--- config.mk ---
export PLATFORM = sky130hd
export DESIGN_NAME = periph_port_responder_flat
export DESIGN_NICKNAME = d
export VERILOG_FILES = /design/src/rtl/periph_port_pkg.sv /design/src/rtl/periph_port_responder_if.sv /design/src/rtl/periph_event_fifo.sv /design/src/rtl/periph_port_responder.sv /design/src/flat_wrapper.sv
export SDC_FILE = /design/constraint.sdc
export NUM_CORES = 1
export LEC_CHECK = 0
export ABC_CLOCK_PERIOD_IN_PS = 4300
export BUFFER_PORTS_ARGS = -buffer_cell sky130_fd_sc_hd__buf_2
export CAP_MARGIN = 20
export CORE_MARGIN = 2
export CORE_UTILIZATION = 48
export CTS_CLUSTER_SIZE = 8
export DETAILED_ROUTE_END_ITERATION = 10
export PLACE_DENSITY_LB_ADDON = 0.15
export SYNTH_ARGS = -nofsm -noshare
export SYNTH_HDL_FRONTEND = slang
export SYNTH_SLANG_ARGS = --single-unit
--- constraint.sdc ---
create_clock -name clk -period 4.3 [get_ports clk]
set_input_delay 0.645 -clock clk [delete_from_list [all_inputs] [get_ports clk]]
set_output_delay 0.645 -clock clk [all_outputs]
set_load 0.01 [all_outputs]
--- src/rtl/periph_port_pkg.sv ---
// Shared register map, CTRL/STATUS bit positions and interrupt FSM encoding for the
// processor-port responder.
package periph_port_pkg;

    localparam int unsigned DataW = 8;

    localparam logic [7:0] OffCtrl   = 8'd0;
    localparam logic [7:0] OffStatus = 8'd1;
    localparam logic [7:0] OffEvdata = 8'd2;
    localparam logic [7:0] OffTxdata = 8'd3;
    localparam logic [7:0] OffOvfclr = 8'd4;
    localparam logic [7:0] NumRegs   = 8'd5;

    localparam int unsigned CtrlIrqEnBit = 0;
    localparam int unsigned CtrlFlushBit = 1;

    localparam int unsigned StatusEmptyBit = 0;
    localparam int unsigned StatusFullBit  = 1;
    localparam int unsigned StatusOvfBit   = 2;
    localparam int unsigned StatusCntLsb   = 4;
    localparam int unsigned StatusCntMsb   = 6;

    typedef enum logic [1:0] {
        StIdle    = 2'd0,
        StAssert  = 2'd1,
        StService = 2'd2
    } irq_state_e;

    function automatic logic [7:0] pack_status(logic empty, logic full, logic ovf,
                                               logic [2:0] cnt);
        logic [7:0] s;
        s = '0;
        s[StatusEmptyBit] = empty;
        s[StatusFullBit]  = full;
        s[StatusOvfBit]   = ovf;
        s[StatusCntMsb:StatusCntLsb] = cnt;
        return s;
    endfunction

endpackage

--- src/rtl/periph_port_responder_if.sv ---
// Processor port bus plus event-source and transmit-side signals of the responder.
interface periph_port_responder_if;
    import periph_port_pkg::*;

    logic [DataW-1:0] port_id;
    logic [DataW-1:0] out_port;
    logic             write_strobe;
    logic             k_write_strobe;
    logic             read_strobe;
    logic [DataW-1:0] in_port;
    logic             interrupt;
    logic             interrupt_ack;
    logic [DataW-1:0] ev_data;
    logic             ev_valid;
    logic             ev_ready;
    logic [DataW-1:0] tx_data;
    logic             tx_stb;

    modport master (
        output port_id, out_port, write_strobe, k_write_strobe, read_strobe,
        output interrupt_ack, ev_data, ev_valid,
        input  in_port, interrupt, ev_ready, tx_data, tx_stb
    );

    modport slave (
        input  port_id, out_port, write_strobe, k_write_strobe, read_strobe,
        input  interrupt_ack, ev_data, ev_valid,
        output in_port, interrupt, ev_ready, tx_data, tx_stb
    );

endinterface

--- src/rtl/periph_event_fifo.sv ---
// Power-of-two event FIFO with flush; flush overrides any same-cycle push or pop.
module periph_event_fifo #(
    parameter int unsigned DEPTH = 4,
    parameter int unsigned WIDTH = 8,
    localparam int unsigned PtrW = $clog2(DEPTH),
    localparam int unsigned CntW = PtrW + 1
) (
    input  logic             clk,
    input  logic             reset,
    input  logic             push,
    input  logic             pop,
    input  logic             flush,
    input  logic [WIDTH-1:0] push_data,
    output logic [WIDTH-1:0] head,
    output logic [CntW-1:0]  count,
    output logic             full,
    output logic             empty
);

    logic [WIDTH-1:0] mem [DEPTH];
    logic [PtrW-1:0]  wr_ptr_q, rd_ptr_q;
    logic [CntW-1:0]  count_q;
    logic             do_push, do_pop;

    always_comb begin
        do_pop  = pop && !flush && !empty;
        // A push into a full FIFO is allowed only when the same cycle frees a slot.
        do_push = push && !flush && (!full || do_pop);
    end

    always_ff @(posedge clk) begin
        if (reset || flush) begin
            wr_ptr_q <= '0;
            rd_ptr_q <= '0;
            count_q  <= '0;
        end else begin
            if (do_push) wr_ptr_q <= wr_ptr_q + PtrW'(1);
            if (do_pop)  rd_ptr_q <= rd_ptr_q + PtrW'(1);
            count_q <= count_q + CntW'(do_push) - CntW'(do_pop);
        end
    end

    always_ff @(posedge clk) begin
        if (do_push) mem[wr_ptr_q] <= push_data;
    end

    always_comb begin
        head  = mem[rd_ptr_q];
        count = count_q;
        full  = (count_q == CntW'(DEPTH));
        empty = (count_q == '0);
    end

endmodule

--- src/rtl/periph_port_responder.sv ---
// Five-register processor-port peripheral: event FIFO, transmit byte, level interrupt.
module periph_port_responder
    import periph_port_pkg::*;
#(
    parameter logic [7:0]  BASE_ADDR  = 8'h00,
    parameter int unsigned FIFO_DEPTH = 4
) (
    input logic                     clk,
    input logic                     reset,
    periph_port_responder_if.slave  bus
);

    localparam int unsigned CntW = $clog2(FIFO_DEPTH) + 1;

    logic [7:0]      rd_off, wr_off;
    logic [3:0]      k_off;
    logic            wr_en;
    logic            ctrl_wr, tx_wr, ovfclr_wr, flush;
    logic            push, pop, ovf_set;
    logic [7:0]      fifo_head;
    logic [CntW-1:0] fifo_count;
    logic            fifo_full, fifo_empty;
    logic [3:0]      cnt_wide;
    logic [2:0]      cnt_sat;
    logic [7:0]      status, rd_data;

    logic            irq_en_q, ovf_q, tx_stb_q;
    logic [7:0]      in_port_q, tx_data_q;
    irq_state_e      state_q, state_d;
    logic            irq;

    // Write decode: full port_id for write_strobe, low nibble only for k_write_strobe.
    always_comb begin
        rd_off = bus.port_id - BASE_ADDR;
        k_off  = bus.port_id[3:0] - BASE_ADDR[3:0];
        wr_off = '0;
        wr_en  = 1'b0;
        if (bus.write_strobe) begin
            wr_off = rd_off;
            wr_en  = (rd_off < NumRegs);
        end else if (bus.k_write_strobe) begin
            wr_off = {4'h0, k_off};
            wr_en  = (wr_off < NumRegs);
        end
    end

    always_comb begin
        ctrl_wr   = wr_en && (wr_off == OffCtrl);
        tx_wr     = wr_en && (wr_off == OffTxdata);
        ovfclr_wr = wr_en && (wr_off == OffOvfclr);
        flush     = ctrl_wr && bus.out_port[CtrlFlushBit];
        pop       = bus.read_strobe && (rd_off == OffEvdata) && !fifo_empty;
        push      = bus.ev_valid && (!fifo_full || pop);
        // Flush leaves overflow untouched, so a dropped byte during flush is not flagged.
        ovf_set   = bus.ev_valid && fifo_full && !pop && !flush;
    end

    periph_event_fifo #(
        .DEPTH (FIFO_DEPTH),
        .WIDTH (DataW)
    ) u_fifo (
        .clk       (clk),
        .reset     (reset),
        .push      (push),
        .pop       (pop),
        .flush     (flush),
        .push_data (bus.ev_data),
        .head      (fifo_head),
        .count     (fifo_count),
        .full      (fifo_full),
        .empty     (fifo_empty)
    );

    always_comb begin
        cnt_wide = 4'(fifo_count);
        cnt_sat  = (cnt_wide > 4'd7) ? 3'd7 : cnt_wide[2:0];
        status   = pack_status(fifo_empty, fifo_full, ovf_q, cnt_sat);
    end

    always_comb begin
        rd_data = '0;
        case (rd_off)
            OffCtrl:   rd_data[CtrlIrqEnBit] = irq_en_q;
            OffStatus: rd_data = status;
            OffEvdata: rd_data = fifo_empty ? 8'h00 : fifo_head;
            default:   rd_data = '0;
        endcase
    end

    always_ff @(posedge clk) begin
        if (reset) begin
            irq_en_q  <= 1'b0;
            ovf_q     <= 1'b0;
            in_port_q <= '0;
            tx_data_q <= '0;
            tx_stb_q  <= 1'b0;
        end else begin
            if (ctrl_wr) irq_en_q <= bus.out_port[CtrlIrqEnBit];
            if (ovf_set) begin
                ovf_q <= 1'b1;
            end else if (ovfclr_wr) begin
                ovf_q <= 1'b0;
            end
            in_port_q <= rd_data;
            tx_stb_q  <= tx_wr;
            if (tx_wr) tx_data_q <= bus.out_port;
        end
    end

    // Interrupt FSM: state register, next-state logic, output decode.
    always_ff @(posedge clk) begin
        if (reset) begin
            state_q <= StIdle;
        end else begin
            state_q <= state_d;
        end
    end

    always_comb begin
        state_d = state_q;
        unique case (state_q)
            StIdle: begin
                if (irq_en_q && !fifo_empty) state_d = StAssert;
            end
            StAssert: begin
                if (!irq_en_q) begin
                    state_d = StIdle;
                end else if (bus.interrupt_ack) begin
                    state_d = StService;
                end
            end
            StService: begin
                if (fifo_empty) state_d = StIdle;
            end
            default: state_d = StIdle;
        endcase
    end

    always_comb begin
        irq = (state_q == StAssert);
    end

    assign bus.in_port   = in_port_q;
    assign bus.interrupt = irq;
    assign bus.ev_ready  = !fifo_full;
    assign bus.tx_data   = tx_data_q;
    assign bus.tx_stb    = tx_stb_q;

endmodule

--- src/flat_wrapper.sv ---
// flat-port wrapper written by rule: the top's interface ports become plain ports
module periph_port_responder_flat import periph_port_pkg::*;
#(
    parameter logic [7:0]  BASE_ADDR  = 8'h00,
    parameter int unsigned FIFO_DEPTH = 4
)
  (clk, reset, bus_port_id, bus_out_port, bus_write_strobe, bus_k_write_strobe, bus_read_strobe, bus_interrupt_ack, bus_ev_data, bus_ev_valid, bus_in_port, bus_interrupt, bus_ev_ready, bus_tx_data, bus_tx_stb);
  periph_port_responder_if bus_i ();
  input logic clk;
  input logic reset;
  input wire logic [$bits(bus_i.port_id)-1:0] bus_port_id;
  input wire logic [$bits(bus_i.out_port)-1:0] bus_out_port;
  input wire logic [$bits(bus_i.write_strobe)-1:0] bus_write_strobe;
  input wire logic [$bits(bus_i.k_write_strobe)-1:0] bus_k_write_strobe;
  input wire logic [$bits(bus_i.read_strobe)-1:0] bus_read_strobe;
  input wire logic [$bits(bus_i.interrupt_ack)-1:0] bus_interrupt_ack;
  input wire logic [$bits(bus_i.ev_data)-1:0] bus_ev_data;
  input wire logic [$bits(bus_i.ev_valid)-1:0] bus_ev_valid;
  output wire logic [$bits(bus_i.in_port)-1:0] bus_in_port;
  output wire logic [$bits(bus_i.interrupt)-1:0] bus_interrupt;
  output wire logic [$bits(bus_i.ev_ready)-1:0] bus_ev_ready;
  output wire logic [$bits(bus_i.tx_data)-1:0] bus_tx_data;
  output wire logic [$bits(bus_i.tx_stb)-1:0] bus_tx_stb;
  assign bus_i.port_id = bus_port_id;
  assign bus_i.out_port = bus_out_port;
  assign bus_i.write_strobe = bus_write_strobe;
  assign bus_i.k_write_strobe = bus_k_write_strobe;
  assign bus_i.read_strobe = bus_read_strobe;
  assign bus_i.interrupt_ack = bus_interrupt_ack;
  assign bus_i.ev_data = bus_ev_data;
  assign bus_i.ev_valid = bus_ev_valid;
  assign bus_in_port = bus_i.in_port;
  assign bus_interrupt = bus_i.interrupt;
  assign bus_ev_ready = bus_i.ev_ready;
  assign bus_tx_data = bus_i.tx_data;
  assign bus_tx_stb = bus_i.tx_stb;
  periph_port_responder #(.BASE_ADDR(BASE_ADDR), .FIFO_DEPTH(FIFO_DEPTH)) u_core (.clk(clk), .reset(reset), .bus(bus_i));
endmodule
==> out/results.txt, run 1 <==
TritonCTS built the clock tree. Power spread over the standard cell area amounts to 454.9 nW/um^2. The region available for standard cell placement spans 5172 sq um.

Counting both buffers and inverters, the worst setup path holds a total of 4. The critical path in this run is classified as in -> reg. The floorplan has 26 rows. Data on the critical path is required at its endpoint by 4.52 ns.

The count of nets left with antenna violations once routing finished came out at 0. The run gives 972.2 sq um as the multi-input combinational cell area. The leakage power figure is 1.230 nW. The final estimated routing congestion in global placement was 0.8098; the half-perimeter wire length of the detailed placement result was 3316 um. The run gives 2602 sq um as the post-synthesis instance area.

For the pin with the worst max-slew slack, the measured transition is 0.9990 ns. The logs give 4758 um for the total wire length after detailed routing and 427 for the count of fill cells added during filler insertion. The logs give 3 for the H-tree depth and 27 for the largest net degree at the start of global routing.

The number of nets handed over by synthesis was 236. The tree is rooted in a clkbuf_8. Count of instances resized after the clock tree is built: 0.

The average detailed-routed wire length per instance works out to 14.60 um. Yosys mapped a number of flops with a built-in enable equal to 32. For this run, the post-layout net count is 289. The clock latency reported for the late side of the worst-skew pair is 0.34 ns, and the cell area after layout is 3149 sq um. The clock slew seen by the registers of the worst setup and hold paths came out at 0.07 ns. Among all cell types in the netlist, the one instantiated most often is edfxtp_1. Total power for the finished layout comes to 1.433 mW. Detailed routing inserted a total of 1691 vias. The area added between synthesis and finish is 21.01%. The worst-case IR drop observed on VDD is 0.3705 mV.

Among the stages of the critical path, the cell type that occurs most often is inv_1. The height of the die was 77.64 um. Broken down by cell family, the worst path's largest delay share belongs to simple AND/OR/NAND/NOR gates. Synthesis handed over a netlist of 198 instances. The time the final worst path needs with I/O delays and setup is 3.465 ns.

The sequential-to-total area share from yosys stat is 0.6000. Setup violations remaining at the end of the flow were counted as 0. The tools report the global-route wire length before repair as 7714 um. The standard cell with the maximum stage delay on the critical path was or4_4. The first detailed-routing pass took 4 iterations. The worst setup path is launched from an input port. The stage delay of the slowest cell on the critical path was 0.58 ns. The commonest register cell after synthesis was edfxtp_1.

The ratio of routed vias to standard cells was 5.187. By area the synthesized netlist is led by edfxtp_1, dfxtp_1, mux4_2. For the number of buffers on the longest clock path, the log shows 2. The buffer count from post-CTS setup fixing is 0. The logs give 0 for the final count of pins violating max slew and 288.6 MHz for the fmax. The flow ran to the end, and the final reports show no timing, DRC or antenna violations. In this run, CTS created clock tree buffers numbering 9. The worst setup path is captured at a register. Share of final-layout standard cells stronger than drive strength 1: 0.3047.

The violation count after the first detailed-route iteration is 65. Summed over all failing endpoints, the final setup total negative slack is 0 ns. Proportion of synthesized flip-flops having asynchronous set or reset: 0. After synthesis, the netlist uses 39 different library cells. The largest area contributor in the synthesized netlist was edfxtp_1. The via count of the first global-routing pass is 1632.

The logs give 0.006557 ns for the final clock skew and 0 for the quantity of hold-fixing buffers added after cts. The logs give 0 for the number of maximum-capacitance constraint violations and 3.68 ns for the data arrival time of the critical path. The logs give 0 for the initial antenna violation count and 0.1706 for the overall track demand over capacity in global routing. The die span in x is 77.64 um, and the final cycle utilization of the critical path is 0.8057. Setup repair after global routing left no endpoint under its margin.

The run gives 0 as the number of antenna cells inserted. Dividing the synthesized area by the synthesized cell count gives 13.14 sq um. After detailed placement, the total cell area comes to 2912 sq um.

The commonest cells after synthesis are edfxtp_1, dfxtp_1, nand2b_1, nor2_1, mux2i_1. Counting every sink on the clock net gives 62. After global routing the overflow that remains totals 0. After detailed routing, the number of remaining DRC violations is 0. The die covers 6027 sq um.

The number of synthesis warnings is 0, and the sequential cell area is 1562 sq um. The tools report the remaining max-slew budget at the tightest pin as 0.3279. The path class of the tightest hold or removal check is reg -> reg.

The number of hold violations in the final report came out at 0. The initial core utilization was 0.5031; the number of buffers inserted by port buffering was 49. In this run the count of I/O pins placed on the die edge is 50.

Area share of the largest cell type after synthesis: 0.3692. Traced cell by cell, the critical path runs through buf_2, or4_4, or4_4, a221oi_2, inv_1, ha_1, inv_1, ha_1, inv_1, fa_1, xor2_1, xnor2_1, nor2_1. The peak fanout along the critical path was 5. The register bit total from synthesis works out to 62.
[tightest hold or removal path, delay by kind of cell (launching register included)]
family | cells | cell delay, ns
flops | 1 | 0.31
simple gates | 1 | 0.06
mux | 1 | 0.06
[path summary, 6_finish.rpt]
path / startpoint / endpoint / slack, ns / depth (start not counted)
setup / recovery: bus_port_id[5] / u_core.u_fifo.count[2]$_SDFF_PP0_ / 0.84 / 13
hold / removal: u_core.bus.tx_data[6]$_SDFFE_PP0P_ / u_core.bus.tx_data[6]$_SDFFE_PP0P_ / 0.47 / 2
setup reg to reg: u_core.u_fifo.count[1]$_SDFF_PP0_ / u_core.u_fifo.count[2]$_SDFF_PP0_ / 1.31 / 12
hold reg to reg: u_core.bus.tx_data[6]$_SDFFE_PP0P_ / u_core.bus.tx_data[6]$_SDFFE_PP0P_ / 0.47 / 2
[final cells by class]
class | count | area share
Inverter | 10 | 0.01192
Timing Repair Buffer | 50 | 0.08025
Tap cell | 70 | 0.02781
Sequential cell | 62 | 0.4958
Clock buffer | 10 | 0.04052
Clock inverter | 6 | 0.03496
Multi-Input combinational cell | 118 | 0.3087
[placed cells by master (no fill, tap or decap), types with 2 or more instances in the layout]
cell type  netlist  routed
nor4b_1          3       3
a21oi_1          4       4
clkbuf_8         0       9
dfxtp_1         30      30
a22oi_1          5       5
o211ai_1         2       2
nand3_1          3       3
xnor2_1          3       3
and3b_1          2       2
edfxtp_1        32      32
o21ai_0          3       3
ha_1             6       6
nand2_1          4       4
bufinv_16        0       3
a31o_2           2       2
mux4_2           8       8
nand2b_1        18      18
inv_1           10      10
nand3b_1         2       2
or3_1            3       3
buf_2            1      49
nor2_1          14      14
nor4_1           2       2
and2_1           5       5
mux2i_1         11      11
nor2b_1          3       3
or4_4            2       2
[cell families after synthesis]
family                     after synthesis  share of synthesized area
DFF                                     62                     0.6000
muxes                                   19                     0.1115
adders and majority gates                7                    0.03654
buffers and inverters                   18                    0.02644
and+or+nand+nor                         68                     0.1567
AOI/OAI and AO/OA                       20                    0.05529
xor gates and xnor gates                 4                    0.01346
[routing by layer]
metal / vias to the layer above / track usage / share of wire
li1: 833 / - / -
met3: 12 / 0.05116 / 0.063
met4: 0 / 0.09821 / 0.022
met1: 794 / 0.2178 / 0.46
met2: 52 / 0.2578 / 0.46
met5: - / 0 / 0
[sequential cells by signal, indices dropped and copies added (netlist names), named ones only]
register / count
u_core.u_fifo.mem: 32
u_core.bus.in_port: 8
u_core.bus.tx_data: 8
u_core.u_fifo.count: 3
u_core.state_q: 2
u_core.u_fifo.rd_ptr_q: 2
u_core.u_fifo.wr_ptr_q: 2
u_core.bus.tx_stb: 1
u_core.irq_en_q: 1
u_core.ovf_q: 1
[stage by stage]
step | utilization | setup WS (ns) | hold slack (ns) | cells
2_1_floorplan | - | 0.8076 | 0.4345 | 198
3_3_place_gp | 0.5629 | 0.6226 | 0.4569 | 310
3_5_place_dp | 0.5629 | 0.5113 | 0.4607 | 310
4_1_cts | 0.6089 | 0.8658 | 0.4759 | 326
5_1_grt | 0.6089 | 0.6733 | 0.4951 | 326
6_report | 0.6089 | 0.8354 | 0.4721 | 326
[where the power goes]
part / switching, mW / internal (mW)
clock: 0.224 / 0.384
sequential: 0.0197 / 0.660
combinational: 0.0818 / 0.0629
Note: power is estimated with default switching activity, not from simulation.
==> run 2: changes to the inputs <==
Settings changed: ABC_AREA from default to 1, ABC_CLOCK_PERIOD_IN_PS 4300 to 2900.
Clock period 4.3 ns to 2.9 ns, I/O delays scaled along.
==> out/results.txt, run 2 <==
The half-perimeter wire length of the detailed placement result came out at 3609 um (+8.8%). The number of nets with antenna violations after routing came out at 0 (unchanged). The remaining max-slew budget at the tightest pin is 0.6497 (+0.3218). The height of the die works out to 77.01 um (-0.81%). CTS sink count: 62 (unchanged). The share of cell area taken by muxes after synthesis works out to 0 (-0.1115). The worst min-delay path category is in -> reg.

For the data arrival time of the critical path, the log shows 2.75 ns (-0.93 ns). The power density over the cells came out at 616.6 nW/um^2 (+36%). Sink of the worst hold path: u_core.u_fifo.mem[1][7]$_DFFE_PP_.

The logs give 5140 sq um (-0.63%) for the core area and 2 (unchanged) for the number of buffers on the longest clock path. The overall track demand over capacity in global routing was 0.1853 (+0.01469). The tools report the violation count after the first detailed-route iteration as 147 (+130%). Commonest register cell after synthesis: edfxtp_1.

The register bit total from synthesis was 62 (unchanged). Leaving out fill and tap cells, the most frequent cell in the layout is nor2_1. The number of stages on the worst hold path came out at 1 (-1). The combinational family with the most area after synthesis was simple AND/OR/NAND/NOR gates.

The tools report the top-level I/O count as 50 (unchanged). The die span in x is 77.01 um (-0.81%). Of all cell types, the one taking the most synthesized area is edfxtp_1. The total chip power was 1.908 mW (+33%); the post-synthesis share of cell area spent on xor and xnor gates was 0.003423 (-0.01004). Traced cell by cell, the critical path runs through buf_2, inv_1, nand2_1, nor2_2, nand3_1, nand3_2, nand3_4, ha_1, inv_1, ha_1, inv_1, fa_1, xnor2_1, or2_2, a21oi_1. Sum of overflow across all layers after global routing: 0 (unchanged). The library cells used most frequently in the layout, excluding fill and tap cells, are nor2_1, buf_2, edfxtp_1, dfxtp_1, inv_1. The routed design could run at a clock period as short as 2.485 ns. For the peak ir drop on the vdd network, the log shows 0.3592 mV (-3.1%).

Compound-gate portion of the synthesized area: 0.1012 (+0.04593). The worst setup path is captured at a register. The tools report the sequential-to-total area share from yosys stat as 0.6103 (+0.01027). The adder-cell share of the synthesized area works out to 0.03716 (+0.0006254).

The endpoint identified for the worst register-to-register timing path is u_core.u_fifo.count[2]$_SDFF_PP0_. The logs give 0 (unchanged) for the final-report setup violation count and 0.08851 ns (-0.4228 ns) for the post-placement worst setup slack. The slew at the pin closest to its max-slew limit works out to 0.5211 ns (-0.4779 ns). In this design, the largest share of critical-path delay is due to simple AND/OR/NAND/NOR gates. The tools report the buffer count from post-CTS setup fixing as 0 (unchanged).

The launch instance of the worst register-to-register path was u_core.u_fifo.count[1]$_SDFF_PP0_. The average footprint of a synthesized cell came out at 9.655 sq um (-27%). Area added between synthesis and finish: 20.93% (about the same). The initial antenna violation count was 0 (unchanged).

The final cycle utilization of the critical path came out at 0.8569. The total buffers and inverters traversed by the critical path is 4 (unchanged), and the share of final-layout standard cells stronger than drive strength 1 is 0.2394 (-0.06529). The ratio of routed vias to standard cells came out at 4.755 (-8.3%). The flip-flop count of the largest register, all copies and words added works out to 32 (unchanged). The leakage power figure is 1.304 nW (+6.1%).

Ranked by total cell area, the synthesized netlist is headed by edfxtp_1, dfxtp_1, nor2_1. Cell type with the highest occurrence count on the critical path: inv_1. The tree is rooted in a clkbuf_8. The final clock skew is 0.008545 ns (+0.001988 ns), and the die footprint is 5931 sq um (-1.6%).

The peak fanout along the critical path was 8 (+3); the number of buffers inserted by port buffering was 49 (unchanged). The path depth of the worst reg2reg path is 12 (unchanged), and the post-synthesis instance area is 2559 sq um (-1.7%). The proportion of synthesized flip-flops having asynchronous set or reset came out at 0 (unchanged).

The total number of cells along the worst setup path was 15 (+2). The H-tree depth is 3 (unchanged), and the largest net degree at the start of global routing is 18 (-33%). The final net count was 363 (+26%). The run gives 0 (unchanged) as the quantity of hold-fixing buffers added after cts. The global-route wire length before repair came out at 8355 um (+8.3%).

By count the netlist is led by nor2_1, edfxtp_1, dfxtp_1, inv_1. The worst-case register-to-register setup slack is 0.46 ns (-0.85 ns), and the basic-gate share of the synthesized area counting and, or, nand and nor cells is 0.1951 (+0.03838). The stage delay of the slowest cell on the critical path was 0.40 ns (-0.18 ns).

The clock slew seen by the registers of the worst setup and hold paths was 0.07 ns (about the same); the number of DRC violations after detailed routing was 0 (unchanged). The run finished with clean final reports. The total clock buffers created by CTS is 9 (unchanged). The cell with the most instances after synthesis was nor2_1. The total wire length after detailed routing came out at 5074 um (+6.6%). The tools report the initial core utilization as 0.4978 (-0.005336). The run gives 0 (unchanged) as the final count of pins violating max slew. The logs give 0 (unchanged) for the number of antenna cells inserted and 402.4 MHz for the fmax. The via count is 1902 (+12%).

The slowest stage of the critical path is the fa_1 cell. The most flop-heavy register is u_core.u_fifo.mem. The area share of the largest cell type after synthesis was 0.3756 (+0.006319); the average detailed-routed wire length per instance was 12.69 um (-13%). The synthesized net count is 303 (+28%). For the number of cell rows, the log shows 26 (unchanged). The start point of the worst hold path was bus_ev_data[7].

TritonCTS built the clock tree. The least setup slack across all paths after layout is 0.4150 ns (-0.4205 ns). The run gives 4 (unchanged) as the first-pass detailed-route iteration total.

The run gives 0 (unchanged) as the count of instances resized after the clock tree is built. The worst setup path is launched from an input port. The synthesized instance count was 265 (+34%); the count of flip-flops with a built-in enable after synthesis was 32 (unchanged). The run gives 0.8056 (-0.52%) as the final estimated routing congestion in global placement. The logs give 0 (unchanged) for the number of maximum-capacitance constraint violations and 0 (unchanged) for the number of synthesis warnings.

The run gives 3.17 ns (-1.35 ns) as the data required time of the worst path. The logs give 0.34 ns (about the same) for the clock latency reported for the late side of the worst-skew pair and 0 ns (unchanged) for the final sum of negative setup slack. For the post-synthesis cell type count, the log shows 31 (-21%).

The logs give 0 (unchanged) for the number of hold violations in the final report and 1790 (+9.7%) for the via count of the first global-routing pass. The kind of critical path is in -> reg. Setup repair after global routing left no endpoint under its margin.
==> run 2: logic make-up after synthesis <==
| kind of cell | Yosys count |
|---|---|
| xor gates and xnor gates | 1 |
| buffers and inverters | 35 |
| and+or+nand+nor | 111 |
| DFF | 62 |
| AOI/OAI and AO/OA | 49 |
| adders and majority gates | 7 |
==> run 2: stage by stage <==
step / hold slack, ns / util / instances / area, sq um
after floorplan: 0.4415 / - / 265 / 2559
after global placement: 0.4556 / 0.5662 / 384 / 2910
after detailed placement: 0.4635 / 0.5662 / 384 / 2910
after CTS: 0.2979 / 0.6020 / 400 / 3094
after global routing: 0.3040 / 0.6020 / 400 / 3094
final: 0.3082 / 0.6020 / 400 / 3094
==> run 2: how the worst max path moves through the flow <==
stage | from | to | slack, ns
4_1_cts | bus_port_id[3] | u_core.u_fifo.count[2]$_SDFF_PP0_ | 0.43
3_3_place_gp | bus_port_id[3] | u_core.u_fifo.count[2]$_SDFF_PP0_ | 0.16
2_1_floorplan | bus_port_id[3] | u_core.u_fifo.count[2]$_SDFF_PP0_ | 0.37
6_report | bus_port_id[3] | u_core.u_fifo.count[2]$_SDFF_PP0_ | 0.41
5_1_grt | u_core.u_fifo.count[1]$_SDFF_PP0_ | u_core.u_fifo.count[2]$_SDFF_PP0_ | 0.20
3_5_place_dp | bus_port_id[3] | u_core.u_fifo.count[2]$_SDFF_PP0_ | 0.09
==> run 2: worst reg2reg max path: stages, from the launching register on <==
cell and delay, ns:
dfxtp_1 0.35, nor2_1 0.23, nand2_1 0.16, inv_1 0.11, nor2_2 0.07, ha_1 0.27, inv_1 0.06, ha_1 0.14
inv_1 0.05, fa_1 0.40, xnor2_1 0.15, or2_2 0.28, a21oi_1 0.13
==> run 2: final cells by class <==
type,count,area [sq um]
flip-flops and latches,62,1562
well taps,70,87.58
fillers,459,2046
clock buffers,13,138.9
clock inverters,3,45.04
multi-input cells,168,862.1
repair buffers,55,290.3
inverters,29,108.9
==> run 2: power breakdown <==
group / total (mW) / internal, mW / switching, mW
sequential: 0.996 / 0.975 / 0.0212
combinational: 0.193 / 0.0731 / 0.120
clock: 0.719 / 0.398 / 0.321
==> run 2: layer usage <==
layer,vias to the layer above,GRT usage,part of all wire
li1,1007,-,-
met5,-,0,0
met3,10,0.04353,0.036
met1,851,0.2485,0.49
met2,34,0.2772,0.45
met4,0,0.1036,0.022
==> run 3: changes to the inputs <==
Settings changed: CORE_ASPECT_RATIO from default to 1.25.
==> out/results.txt, run 3 (same netlist as run 2, synthesis figures left out) <==
The run finished with clean final reports. For the count of fill cells added during filler insertion, the log shows 445 (-3.1%). The remaining max-slew budget at the tightest pin was 0.6642 (+0.01453). The post-placement worst setup slack is 0.09058 ns (+0.002073 ns), and the die span in x is 69.31 um (-10%). For the least setup slack across all paths after layout, the log shows 0.4421 ns (+0.02712 ns). The path depth of the worst reg2reg path was 12 (unchanged). The critical path goes through buf_2, nor2_1, nand2_1, nand2_1, nand4_2, nand3_4, ha_1, inv_1, ha_1, inv_1, fa_1, xnor2_1, or2_2, a21oi_1.

For the final estimated routing congestion in global placement, the log shows 0.7480 (-7.1%). The clock slew seen by the registers of the worst setup and hold paths is 0.06 ns (about the same). The number of nets with antenna violations after routing is 0 (unchanged), and the stage delay of the slowest cell on the critical path is 0.40 ns (about the same). The net switching power is 0.4435 mW (-3.9%), and the buffer count from post-CTS setup fixing is 0 (unchanged). The data arrival time of the critical path came out at 2.73 ns (-0.02 ns).

The tools report the start point of the worst hold path as bus_ev_data[3]. The time the final worst path needs with I/O delays and setup was 2.458 ns (-0.02712 ns). The fraction of power consumed by combinational cells was 0.105 (+0.004); the ratio of routed vias to standard cells was 5.023 (+5.6%). The global-route wire length before repair is 8576 um (+2.6%), and the leakage power figure is 1.306 nW (+0.13%). The flip-flop count of the largest register, all copies and words added works out to 32 (unchanged). The design internal power was 1.428 mW (-1.3%).

The overall track demand over capacity in global routing came out at 0.1893 (+0.004024). The via count of the first global-routing pass was 1921 (+7.3%). The area added between synthesis and finish was 19.85%. u_core.u_fifo.mem holds more flip-flops than any other register. The logs give 0.533 (+0.011) for the share of total power in sequential cells and 0 ns (unchanged) for the final sum of negative setup slack. Worst-case register-to-register setup slack: 0.47 ns (about the same).

The library cell used most frequently in the layout, excluding fill and tap cells, is nor2_1. The run gives 406.8 MHz (+1.1%) as the fmax. Standard cell with the maximum stage delay on the critical path: fa_1.

The total chip power is 1.871 mW (-1.9%). The launch instance of the worst register-to-register path is u_core.u_fifo.count[1]$_SDFF_PP0_. The share of final-layout standard cells stronger than drive strength 1 came out at 0.2385 (-0.0008618).

Leaving out fill and tap cells, the most frequent cells in the layout are nor2_1, buf_2, edfxtp_1, dfxtp_1, inv_1. The quantity of hold-fixing buffers added after cts is 0 (unchanged), and the final-report setup violation count is 0 (unchanged). The via count is 1954 (+2.7%). The tools report the endpoint kind of the worst setup timing path as a register.

For the total clock buffers created by CTS, the log shows 9 (unchanged). The run gives 18 (unchanged) as the largest net degree at the start of global routing. The initial antenna violation count is 0 (unchanged).

STA classifies the critical path startpoint as an input port. The core occupancy in the finished layout is 0.5994 (-0.002583), and the count of instances resized after the clock tree is built is 0 (unchanged). The run gives 0 (unchanged) as the number of hold violations in the final report.

The run gives 62 (unchanged) as the CTS sink count. Clock tree synthesis selected as its root buffer the cell clkbuf_8. The run gives 29 (+12%) as the number of cell rows. The endpoint identified for the worst register-to-register timing path is u_core.u_fifo.count[2]$_SDFF_PP0_.

The total buffers and inverters traversed by the critical path was 3 (-1). Final clock skew: 0.004535 ns (-0.004010 ns). The run gives 0 (unchanged) as the number of maximum-capacitance constraint violations.

The die footprint came out at 5935 sq um (about the same). The core area was 5116 sq um (-0.46%); the final cycle utilization of the critical path was 0.8476 (-0.009350). The logs give 3 (unchanged) for the H-tree depth and 363 (unchanged) for the final net count. The number of buffers inserted by port buffering works out to 49 (unchanged). The run gives 0.3514 mV (-2.2%) as the peak ir drop on the vdd network. TritonCTS built the clock tree. The height of the die came out at 85.63 um (+11%). The clock latency reported for the late side of the worst-skew pair was 0.33 ns (about the same); the total wire length after detailed routing was 5122 um (+0.95%). Top-level I/O count: 50 (unchanged).

The number of stages on the worst hold path was 1 (unchanged). The final count of pins violating max slew was 0 (unchanged). The worst setup path is of the in -> reg kind. The peak fanout along the critical path came out at 8 (unchanged).

The worst min-delay path category was in -> reg. The clock network fraction of design power is 0.362 (-0.015), and the sequential cell area is 1562 sq um (unchanged). The final cell count without fillers was 389 (-2.8%). The slew at the pin closest to its max-slew limit works out to 0.4995 ns (-0.02161 ns).

The number of buffers on the longest clock path came out at 2 (unchanged). The share of total power consumed by net switching was 0.2370 (-0.004886); the half-perimeter wire length of the detailed placement result was 3803 um (+5.4%). The data required time of the worst path is 3.17 ns (about the same), and the number of instances in the placed design is 376 (-2.1%). The multi-input combinational cell area is 862.1 sq um (unchanged). The violation count after the first detailed-route iteration was 147 (unchanged). Setup repair after global routing left no endpoint under its margin. Dominant delay contributor by cell family on the critical path: simple AND/OR/NAND/NOR gates. The power density over the cells was 610.1 nW/um^2 (-1.0%); the average detailed-routed wire length per instance was 13.17 um (+3.8%). The logs give 4 (unchanged) for the first-pass detailed-route iteration total and 0 (unchanged) for the sum of overflow across all layers after global routing. The tools report the initial core utilization as 0.5001 (+0.002313). The tools report the number of DRC violations after detailed routing as 0 (unchanged). The worst hold path terminates at u_core.u_fifo.mem[1][3]$_DFFE_PP_.

The number of antenna cells inserted was 0 (unchanged).
## run 3: how the worst max path moves through the flow
stage | slack (ns) | from | to | cells past startpoint
after floorplan | 0.37 | bus_port_id[3] | u_core.u_fifo.count[2]$_SDFF_PP0_ | 14
after global placement | 0.17 | bus_port_id[3] | u_core.u_fifo.count[2]$_SDFF_PP0_ | 15
after detailed placement | 0.09 | bus_port_id[3] | u_core.u_fifo.count[2]$_SDFF_PP0_ | 15
after CTS | 0.45 | bus_port_id[3] | u_core.u_fifo.count[2]$_SDFF_PP0_ | 15
after global routing | 0.28 | bus_port_id[3] | u_core.u_fifo.count[2]$_SDFF_PP0_ | 15
final | 0.44 | bus_port_id[1] | u_core.u_fifo.count[2]$_SDFF_PP0_ | 14
## run 3: worst reg2reg max path, cell delays in order, from the launching register on
cell and delay, ns:
dfxtp_1 0.35, nor2_1 0.21, nand2_1 0.15, inv_1 0.12, nor2_2 0.06, ha_1 0.27
inv_1 0.06, ha_1 0.13, inv_1 0.05, fa_1 0.40, xnor2_1 0.15, or2_2 0.28
a21oi_1 0.13
## run 3: layout make-up
| class | instances | area share |
|---|---|---|
| multi-input combinational | 168 | 0.2811 |
| clock buffer | 10 | 0.04162 |
| sequential | 62 | 0.5092 |
| tap | 62 | 0.02530 |
| timing repair buffer | 55 | 0.09466 |
| inverter | 29 | 0.03550 |
| clock inverter | 3 | 0.01265 |
## run 3: per-layer routing
| metal | up-vias | GRT usage | wire [um] |
|---|---|---|---|
| li1 | 999 | - | - |
| met1 | 884 | 0.2195 | 2176 |
| met2 | 62 | 0.3226 | 2552 |
| met3 | 9 | 0.06580 | 313 |
| met4 | 0 | 0.07487 | 80 |
| met5 | - | 0 | 0 |
## run 3: stage by stage
step                      hold WS (ns)  cell area [sq um]
after floorplan                 0.4415               2559
after global placement          0.4569               2900
after detailed placement        0.4752               2900
after CTS                       0.3005               3067
after global routing            0.3005               3067
final                           0.3128               3067
## run 3: power groups by stage
stage	registers, mW	clock network [mW]	logic (mW)
global placement	1.01	0	0.192
detailed placement	1.02	0	0.198
finish	0.997	0.677	0.197
CTS	0.997	0.695	0.199
global route	1.00	0.728	0.225
floorplan	1.01	0	0.122
